**config.mk**
```make
export PLATFORM = sky130hd
export DESIGN_NAME = fs_seq_sub
export DESIGN_NICKNAME = d
export VERILOG_FILES = /design/src/rtl/fs_seq_sub.sv
export SDC_FILE = /design/constraint.sdc
export NUM_CORES = 1
export LEC_CHECK = 0
export CORE_MARGIN = 2
export CORE_UTILIZATION = 28
export DETAILED_ROUTE_END_ITERATION = 8
export RECOVER_POWER = 100
export SLEW_MARGIN = 10
export SYNTH_ARGS = -nofsm -noshare
export SYNTH_HDL_FRONTEND = slang
export SYNTH_SLANG_ARGS = --single-unit
```
**constraint.sdc**
```tcl
create_clock -name clk -period 3.7 [get_ports clk]
set_input_delay 0.925 -clock clk [delete_from_list [all_inputs] [get_ports clk]]
set_output_delay 0.925 -clock clk [all_outputs]
set_load 0.03 [all_outputs]
```
**src/rtl/fs_seq_sub.sv**
```systemverilog
// fs_seq_sub: multi-cycle borrow-chain subtractor, out = a - b - bin.
// Processes CHUNK_WIDTH bits per clock, LS chunk first, with a
// registered borrow between chunks. Valid/ready on both sides.
// Ports:
//   clk, rst_n          clock, async active-low reset
//   in_valid/in_ready   operand handshake (a, b, bin)
//   out_valid/out_ready result handshake (out, bout, zero)
// Optional macro FS_SEQ_SIGNED_FLAGS_EN adds registered outputs
//   ovf (signed overflow) and slt (signed a < b + bin).
module fs_seq_sub #(
    parameter int DATA_WIDTH  = 24,
    parameter int CHUNK_WIDTH = 8
) (
    input  logic                  clk,
    input  logic                  rst_n,
    input  logic                  in_valid,
    output logic                  in_ready,
    input  logic [DATA_WIDTH-1:0] a,
    input  logic [DATA_WIDTH-1:0] b,
    input  logic                  bin,
    output logic                  out_valid,
    input  logic                  out_ready,
    output logic [DATA_WIDTH-1:0] out,
    output logic                  bout,
    output logic                  zero
`ifdef FS_SEQ_SIGNED_FLAGS_EN
    ,
    output logic                  ovf,
    output logic                  slt
`endif
);

    localparam int N     = DATA_WIDTH / CHUNK_WIDTH;
    localparam int CNT_W = (N > 1) ? $clog2(N) : 1;
    localparam logic [CNT_W-1:0] LAST = CNT_W'(N - 1);

    localparam logic [1:0] S_IDLE = 2'd0;
    localparam logic [1:0] S_RUN  = 2'd1;
    localparam logic [1:0] S_DONE = 2'd2;

    generate
        if (DATA_WIDTH % CHUNK_WIDTH != 0) begin : g_bad_cfg
            $error("DATA_WIDTH must be a multiple of CHUNK_WIDTH");
        end
    endgenerate

    logic [1:0]            r_state;
    logic [CNT_W-1:0]      r_cnt;
    logic                  r_borrow;
    logic [DATA_WIDTH-1:0] r_a;
    logic [DATA_WIDTH-1:0] r_b;
    logic [DATA_WIDTH-1:0] r_res;
    logic [DATA_WIDTH-1:0] r_out;
    logic                  r_bout;
    logic                  r_zero;

    logic [CHUNK_WIDTH-1:0] w_a_k;
    logic [CHUNK_WIDTH-1:0] w_b_k;
    logic [CHUNK_WIDTH:0]   w_sub;
    logic [DATA_WIDTH-1:0]  w_res_next;
    logic                   w_last;

    // Chunk selection by constant-index mux keeps every slice static.
    always_comb begin
        w_a_k = '0;
        w_b_k = '0;
        for (int i = 0; i < N; i++) begin
            if (r_cnt == CNT_W'(i)) begin
                w_a_k = r_a[i*CHUNK_WIDTH +: CHUNK_WIDTH];
                w_b_k = r_b[i*CHUNK_WIDTH +: CHUNK_WIDTH];
            end
        end
    end

    // One extra bit: its MSB is the borrow out of this chunk.
    assign w_sub = {1'b0, w_a_k}
                 - {1'b0, w_b_k}
                 - (CHUNK_WIDTH+1)'(r_borrow);

    always_comb begin
        w_res_next = r_res;
        for (int i = 0; i < N; i++) begin
            if (r_cnt == CNT_W'(i)) begin
                w_res_next[i*CHUNK_WIDTH +: CHUNK_WIDTH] =
                    w_sub[CHUNK_WIDTH-1:0];
            end
        end
    end

    assign w_last = (r_cnt == LAST);

`ifdef FS_SEQ_SIGNED_FLAGS_EN
    logic r_ovf;
    logic r_slt;
    logic w_ovf;

    assign w_ovf = (r_a[DATA_WIDTH-1] != r_b[DATA_WIDTH-1])
                 & (w_res_next[DATA_WIDTH-1] != r_a[DATA_WIDTH-1]);

    always_ff @(posedge clk or negedge rst_n) begin
        if (!rst_n) begin
            r_ovf <= 1'b0;
            r_slt <= 1'b0;
        end else if (r_state == S_RUN && w_last) begin
            r_ovf <= w_ovf;
            r_slt <= w_res_next[DATA_WIDTH-1] ^ w_ovf;
        end
    end

    assign ovf = r_ovf;
    assign slt = r_slt;
`endif

    always_ff @(posedge clk or negedge rst_n) begin
        if (!rst_n) begin
            r_state  <= S_IDLE;
            r_cnt    <= '0;
            r_borrow <= 1'b0;
            r_a      <= '0;
            r_b      <= '0;
            r_res    <= '0;
            r_out    <= '0;
            r_bout   <= 1'b0;
            r_zero   <= 1'b0;
        end else begin
            unique case (r_state)
                S_IDLE: begin
                    if (in_valid) begin
                        r_a      <= a;
                        r_b      <= b;
                        r_borrow <= bin;
                        r_cnt    <= '0;
                        r_state  <= S_RUN;
                    end
                end
                S_RUN: begin
                    r_res    <= w_res_next;
                    r_borrow <= w_sub[CHUNK_WIDTH];
                    if (w_last) begin
                        r_cnt   <= '0;
                        r_out   <= w_res_next;
                        r_bout  <= w_sub[CHUNK_WIDTH];
                        r_zero  <= (w_res_next == '0);
                        r_state <= S_DONE;
                    end else begin
                        r_cnt <= r_cnt + CNT_W'(1);
                    end
                end
                S_DONE: begin
                    if (out_ready) begin
                        r_state <= S_IDLE;
                    end
                end
                default: begin
                    r_state <= S_IDLE;
                end
            endcase
        end
    end

    assign in_ready  = (r_state == S_IDLE);
    assign out_valid = (r_state == S_DONE);
    assign out       = r_out;
    assign bout      = r_bout;
    assign zero      = r_zero;

endmodule

```
==> results of run 1 <==
[logic make-up (layout without fill, tap and decap cells)]
kind of cell,Yosys count,in the layout,share of synthesized area (%)
buffers and inverters,36,123,3.20
xor gates and xnor gates,9,9,1.71
DFF,96,96,52.1
and+or+nand+nor,148,148,13.8
muxes,68,68,16.1
AOI/OAI and AO/OA,71,71,9.06
adders and majority gates,14,14,4.12
[cell usage after synthesis, types with 2 or more instances]
library cell  number  share of area, %
buf_2              4              0.43
or2_2              2              0.27
clkbuf_1          12              0.98
nand3_1            2              0.22
a2111oi_0          2              0.38
nand2_1           93               7.6
a21o_1             3              0.49
mux2i_1           19               4.1
nand4_1            2              0.27
fa_1               2              0.87
o21a_1             4              0.65
dfrtp_1           96                52
o21ai_0           32               3.5
nand2b_1           5              0.68
ha_1              12               3.3
inv_1             14               1.1
xor2_1             3              0.57
nor3_1             6              0.65
nor2b_1            6              0.81
buf_4              2              0.33
xnor2_1            6               1.1
a21oi_1           19               2.1
mux2_2            49                12
nor2_1            24               2.0
a211oi_1           2              0.33
buf_1              4              0.33
[metrics by stage]
step | area (um2) | hold WS, ps | cells | util [%] | setup WS [ps]
after floorplan | 4610 | 450 | 442 | - | 166
after global placement | 5700 | 459 | 729 | 35.7 | 409
after detailed placement | 5700 | 464 | 729 | 35.7 | 299
after CTS | 6000 | 480 | 745 | 37.5 | 279
after global routing | 5980 | 497 | 745 | 37.4 | 29.8
final | 5980 | 468 | 745 | 37.4 | 426
[how the worst max path moves through the flow]
stage,startpoint,endpoint,slack (ps),cells past startpoint
2_1_floorplan,r_cnt[0],zero,170,15
3_3_place_gp,r_cnt[0],zero,410,12
3_5_place_dp,r_cnt[0],zero,300,13
4_1_cts,r_cnt[0],zero,280,13
5_1_grt,r_cnt[0],zero,30,13
6_report,r_cnt[0],zero,430,13
[per-layer routing]
layer | wire length, um | vias to the layer above
li1 | - | 1672
met3 | 470 | 7
met1 | 4910 | 1612
met2 | 5580 | 68
met5 | 0 | -
met4 | 93 | 0
[flip-flops by register name, summed over array words and instances (netlist names)]
signal	flops
bout	1
out	24
r_a	24
r_b	24
r_borrow	1
r_cnt	2
r_res	17
r_state	2
zero	1
[cell usage in the layout (no fill, tap or decap), drive strengths merged, types with 7 or more instances in the layout]
master / synthesis / final
dlygate4sd3: 0 / 29
mux2: 49 / 49
buf: 10 / 9
nor2: 24 / 24
o21ai: 32 / 32
a21oi: 19 / 19
clkdlybuf4s50: 0 / 50
mux2i: 19 / 19
inv: 14 / 14
nor2b: 7 / 7
dfrtp: 96 / 96
clkbuf: 12 / 15
ha: 12 / 12
nand2: 94 / 94
[worst max-delay path: stages (launching register included)]
cell,delay [ps]
dfrtp_1,490
mux2i_1,210
nor2_1,60
a21oi_1,200
fa_1,210
inv_1,60
fa_1,420
nand2b_1,170
a21oi_1,230
xor2_1,390
nand4_1,170
nor4b_1,300
o2111ai_1,150
a21oi_1,160
[what timing repair did]
| action | CTS | global route |
|---|---|---|
| buffers inserted | 0 | 0 |
| setup endpoints to repair | 0 | 1 |
| resized for setup | 0 | 2 |
| endpoints found under the hold margin | 0 | 0 |
| hold buffers | 0 | 0 |
[cell type report]
cell class / instances / area share [%]
Inverter: 14 / 0.879
Clock buffer: 10 / 4.00
Timing Repair Buffer: 93 / 15.0
Multi-Input combinational cell: 310 / 34.5
Clock inverter: 6 / 0.983
Sequential cell: 96 / 40.2
Tap cell: 216 / 4.52
==> results by group, run 1 <==
Run status
  • Status: complete, but fails checks
  • Failing checks: max-capacitance violations, max-slew violations

Hold path
  • Worst Hold End: out[15]
  • Worst hold stages: 2
  • Min-delay src: out[15]
  • Hold/Removal Path Class: reg2reg

Timing
  • Hold Vio Cnt, Final: 0
  • Relative slew slack: -13.0%
  • Final min period: around 3300 ps
  • Fin crit share: between 80% and 90%
  • Sum Neg Setup Slack: 0 ps
  • Fin Clk Skew: ~9.1 ps
  • Worst-Margin Slew: around 1700 ps
  • Max-slew violation count: a little over 90
  • Unrepaired setup endpoints after global routing: no
  • Max Freq: approximately 310 MHz
  • Final setup viols: 0

Yosys
  • Mean post-synth cell area: approximately 10 um2
  • Number of synthesized flops with an enable pin: 0
  • Synthesized area: ~4600 um2
  • Main synth FF type: dfrtp_1
  • Cells after Synth: between 400 and 500
  • Mapped Nets: about 510
  • #FFs+latches synth: 96
  • Seq/Total Area, Yosys: 52.1%
  • Post-synthesis cell type count: 43
  • Ys Warns: 0
  • Ys async rst share: 100%

Clock tree
  • CTS clock-pin slew for the worst setup and hold paths: ~70 ps
  • Worst-skew pair later-pin latency: 350 ps
  • CTS tree: built
  • Htree depth: 3
  • Clk root buf: clkbuf_16
  • CTS buffer count: 9
  • Clk sinks: 96
  • Clock buffer depth: 2

Global route
  • Met3 Usage GRT: under 10%
  • M1 GR Usage: ~17%
  • First-pass GRT wire length: around 18 mm
  • Initial antenna violation count: 0
  • Largest net degree at the start of global routing: 68
  • Met2 Use GR: between 20% and 30%
  • Vias in the first global route: around 3500
  • GRT Overall Usage: a little over an eighth
  • Grt ovf: 0
  • Gr busiest metal: met2

Worst setup path
  • Worst reg2reg path startpoint: r_cnt[0]
  • Worst Reg-to-Reg Cells: 13
  • Critical path type: reg2reg
  • Data arrival, critical path: ~3600 ps
  • Setup crit end kind: flip-flop
  • Worst EP required: slightly below 4000 ps
  • Max FO, Critical Path: 6
  • RR Endpoint: zero
  • Reg2reg setup slack: between 400 and 500 ps
  • Worst Setup Start Kind: flip-flop

Drt
  • Routed Wire Length: approximately 11 mm
  • Antenna-violating nets left: 0
  • Via Count: between 3000 and 4000
  • TritonRoute pass-1 iters: 4
  • Via density per instance: 4.51
  • Wire length per cell: about 15 um
  • DRC Markers: 0
  • 1st-iter DRT viols: 140

Placed design
  • Dpl hpwl: 8.45 mm
  • PortBufs: 80
  • Gpl congestion: 0.865

Die
  • DIE HEIGHT: between 100 and 150 um
  • Initial core utilization: between 20% and 30%
  • Row count: 46
  • IO Pins: a little over 80
  • Die width: 132 um
  • Core area: around 16000 um2
  • Die ar.: 17500 um2

Layout
  • Area delta synth->final: 29.6%
  • Multi-input logic area: roughly 2100 um2
  • NumNets Final: just under 600
  • Fillers: approximately 1600
  • Layout cells sized above 1: 14.9%
  • Antenna diodes: 0
  • Storage element area: around 2400 um2

Job
  • Max-cap viol count: 2
Power of run 1 is not shown: default switching activity piles up to over one toggle a cycle in this logic, so the estimate is an artifact.
==> run 2: changes to the inputs <==
--- a/config.mk
+++ b/config.mk
@@ -8,6 +8,7 @@
 export CORE_MARGIN = 2
 export CORE_UTILIZATION = 28
 export DETAILED_ROUTE_END_ITERATION = 8
+export PLACE_DENSITY_LB_ADDON = 0.05
 export RECOVER_POWER = 100
 export SLEW_MARGIN = 10
 export SYNTH_ARGS = -nofsm -noshare
==> results by group, run 2 (same netlist as run 1, synthesis figures left out) <==
Run status
  • Status: complete, but fails checks (unchanged)
  • Failing checks: max-capacitance violations, max-slew violations (unchanged)

Drt
  • TritonRoute pass-1 iters: 4 (unchanged)
  • DRC Markers: 0 (unchanged)
  • Wire length per cell: 15.6 um (was 14.8 um)
  • 1st-iter DRT viols: 114 (was 140)
  • Antenna-violating nets left: 0 (unchanged)
  • Routed Wire Length: 11.6 mm (was 11.1 mm)
  • Via Count: 3391 (was 3359)
  • Via density per instance: 4.56 (was 4.51)

Timing
  • Fin Clk Skew: 9.08 ps (was 9.14 ps)
  • Final setup viols: 0 (unchanged)
  • Hold Vio Cnt, Final: 0 (unchanged)
  • Max Freq: 292 MHz (was 305 MHz)
  • Worst-Margin Slew: 1620 ps (was 1690 ps)
  • Final min period: 3420 ps (was 3270 ps)
  • Fin crit share: 92.6% (was 88.5%)
  • Worst setup margin: 275 ps (was 426 ps)
  • Max-slew violation count: 62 (was 91)
  • Unrepaired setup endpoints after global routing: no (unchanged)
  • Relative slew slack: -7.79% (was -13.0%)
  • Sum Neg Setup Slack: 0 ps (unchanged)

Worst setup path
  • Critical Path Max Stage Delay: 440 ps (was 490 ps)
  • Slowest cell on crit path: dfrtp_1 (unchanged)
  • Data arrival, critical path: 3650 ps (was 3560 ps)
  • Max FO, Critical Path: 8 (was 6)
  • CP top delay family: compound AO/OA/AOI/OAI gates (unchanged)
  • Worst-path cell chain: buf_4, mux2i_1, o21ai_0, fa_1, inv_1, ha_1, nand4b_1, a21boi_1, a311o_1, a21oi_1, xor2_2, a2111oi_1, a21oi_1 (was mux2i_1, nor2_1, a21oi_1, fa_1, inv_1, fa_1, nand2b_1, a21oi_1, xor2_1, nand4_1, nor4b_1, o2111ai_1, a21oi_1)
  • Setup crit end kind: flip-flop (unchanged)
  • Worst Setup Start Kind: flip-flop (unchanged)
  • Worst EP required: 3920 ps (was 3980 ps)
  • Critical path buffer and inverter count: 2 (was 1)
  • Most used cell along the critical path: a21oi_1 (unchanged)
  • Critical path type: reg2reg (unchanged)

Global route
  • Vias in the first global route: 3660 (was 3477)
  • First-pass GRT wire length: 19.4 mm (was 18.3 mm)
  • Initial antenna violation count: 0 (unchanged)
  • GRT Overall Usage: 14.1% (was 13.4%)
  • Largest net degree at the start of global routing: 62 (was 68)
  • Grt ovf: 0 (unchanged)

Clock tree
  • CTS tree: built (unchanged)
  • Htree depth: 3 (unchanged)
  • Clk root buf: clkbuf_16 (unchanged)
  • CTS clock-pin slew for the worst setup and hold paths: 70 ps (about the same)
  • Worst-skew pair later-pin latency: 360 ps (was 350 ps)
  • Clk sinks: 96 (unchanged)
  • Clock buffer depth: 2 (unchanged)
  • CTS buffer count: 9 (unchanged)
  • Hold Buf Count CTS: 0 (unchanged)

Die
  • Die width: 132 um (unchanged)
  • DIE HEIGHT: 132 um (unchanged)
  • IO Pins: 81 (unchanged)
  • Die ar.: 17500 um2 (unchanged)
  • Initial core utilization: 28.8% (unchanged)
  • Row count: 46 (unchanged)
  • Core area: 16000 um2 (unchanged)

Placed design
  • Gpl congestion: 0.794 (was 0.865)
  • Post-Place Worst Slack: 224 ps (was 299 ps)
  • Placed Area: 5700 um2 (about the same)
  • Dpl hpwl: 8.50 mm (was 8.45 mm)
  • PortBufs: 80 (unchanged)

Layout
  • Area delta synth->final: 29.6% (about the same)
  • Multi-input logic area: 2080 um2 (was 2060 um2)
  • NumNets Final: 590 (was 591)
  • Commonest non-fill, non-tap cells in the layout: dfrtp_1 (96), nand2_1 (93), clkdlybuf4s50_1 (50) (was dfrtp_1 (96), nand2_1 (94), clkdlybuf4s50_1 (50))
  • Fillers: 1663 (was 1647)
  • Fin area: 5980 um2 (about the same)
  • Commonest non-fill, non-tap cell in the layout: dfrtp_1 (unchanged)
  • Antenna diodes: 0 (unchanged)
  • Final core occ: 37.4% (about the same)
  • Layout cells sized above 1: 15.5% (was 14.9%)
  • Storage element area: 2400 um2 (unchanged)

Job
  • Max-cap viol count: 1 (was 2)

Hold path
  • Hold/Removal Path Class: reg2reg (unchanged)
run 2: cell count changes in the layout (fill, tap and decap cells not counted), sizes merged:
cell      previous run  this run
clkbuf              15        16
clkinv               5         1
clkinvlp             0         4
buf                  9         7
run 2: final timing paths:
| check | start | to | slack, ps | cells past startpoint |
|---|---|---|---|---|
| setup / recovery | r_cnt[0] | zero | 280 | 13 |
| hold / removal | out[3] | out[3] | 470 | 2 |
| setup reg to reg | r_cnt[0] | zero | 280 | 13 |
| hold reg to reg | out[3] | out[3] | 470 | 2 |
| max in group asynchronous | rst_n | bout | 1000 | 2 |
| min in group asynchronous | rst_n | out[10] | 960 | 1 |
run 2: timing repair:
item | CTS | global route
resized for setup | 0 | 4
setup buffers | 0 | 0
setup endpoints to repair | 0 | 4
hold endpoints to repair | 0 | 0
run 2: worst reg2reg max path, stage by stage (launching register included):
cell and delay (ps):
dfrtp_1 440, buf_4 240, mux2i_1 190, o21ai_0 120, fa_1 410, inv_1 110
ha_1 270, nand4b_1 170, a21boi_1 120, a311o_1 390, a21oi_1 250, xor2_2 160
a2111oi_1 350, a21oi_1 70
run 2: layout make-up:
| class | instances | share of cell area (%) |
|---|---|---|
| clock inverters | 6 | 1.15 |
| inverters | 14 | 0.879 |
| flip-flops and latches | 96 | 40.2 |
| repair buffers | 92 | 14.5 |
| multi-input cells | 310 | 34.8 |
| well taps | 216 | 4.52 |
| clock buffers | 10 | 4.00 |
run 2: layer usage:
layer,up-vias,wire length [um],GRT usage (%)
met3,16,377,2.31
met1,1637,5480,18.4
li1,1670,-,-
met2,68,5500,23.4
met4,0,235,5.85
met5,-,0,0
run 2: through the flow:
step                      hold WS (ps)  cells
after CTS                          479    744
final                              465    744
after floorplan                    450    442
after detailed placement           462    728
after global placement             461    728
after global routing               500    744
Power of run 2 is left out for the same reason.
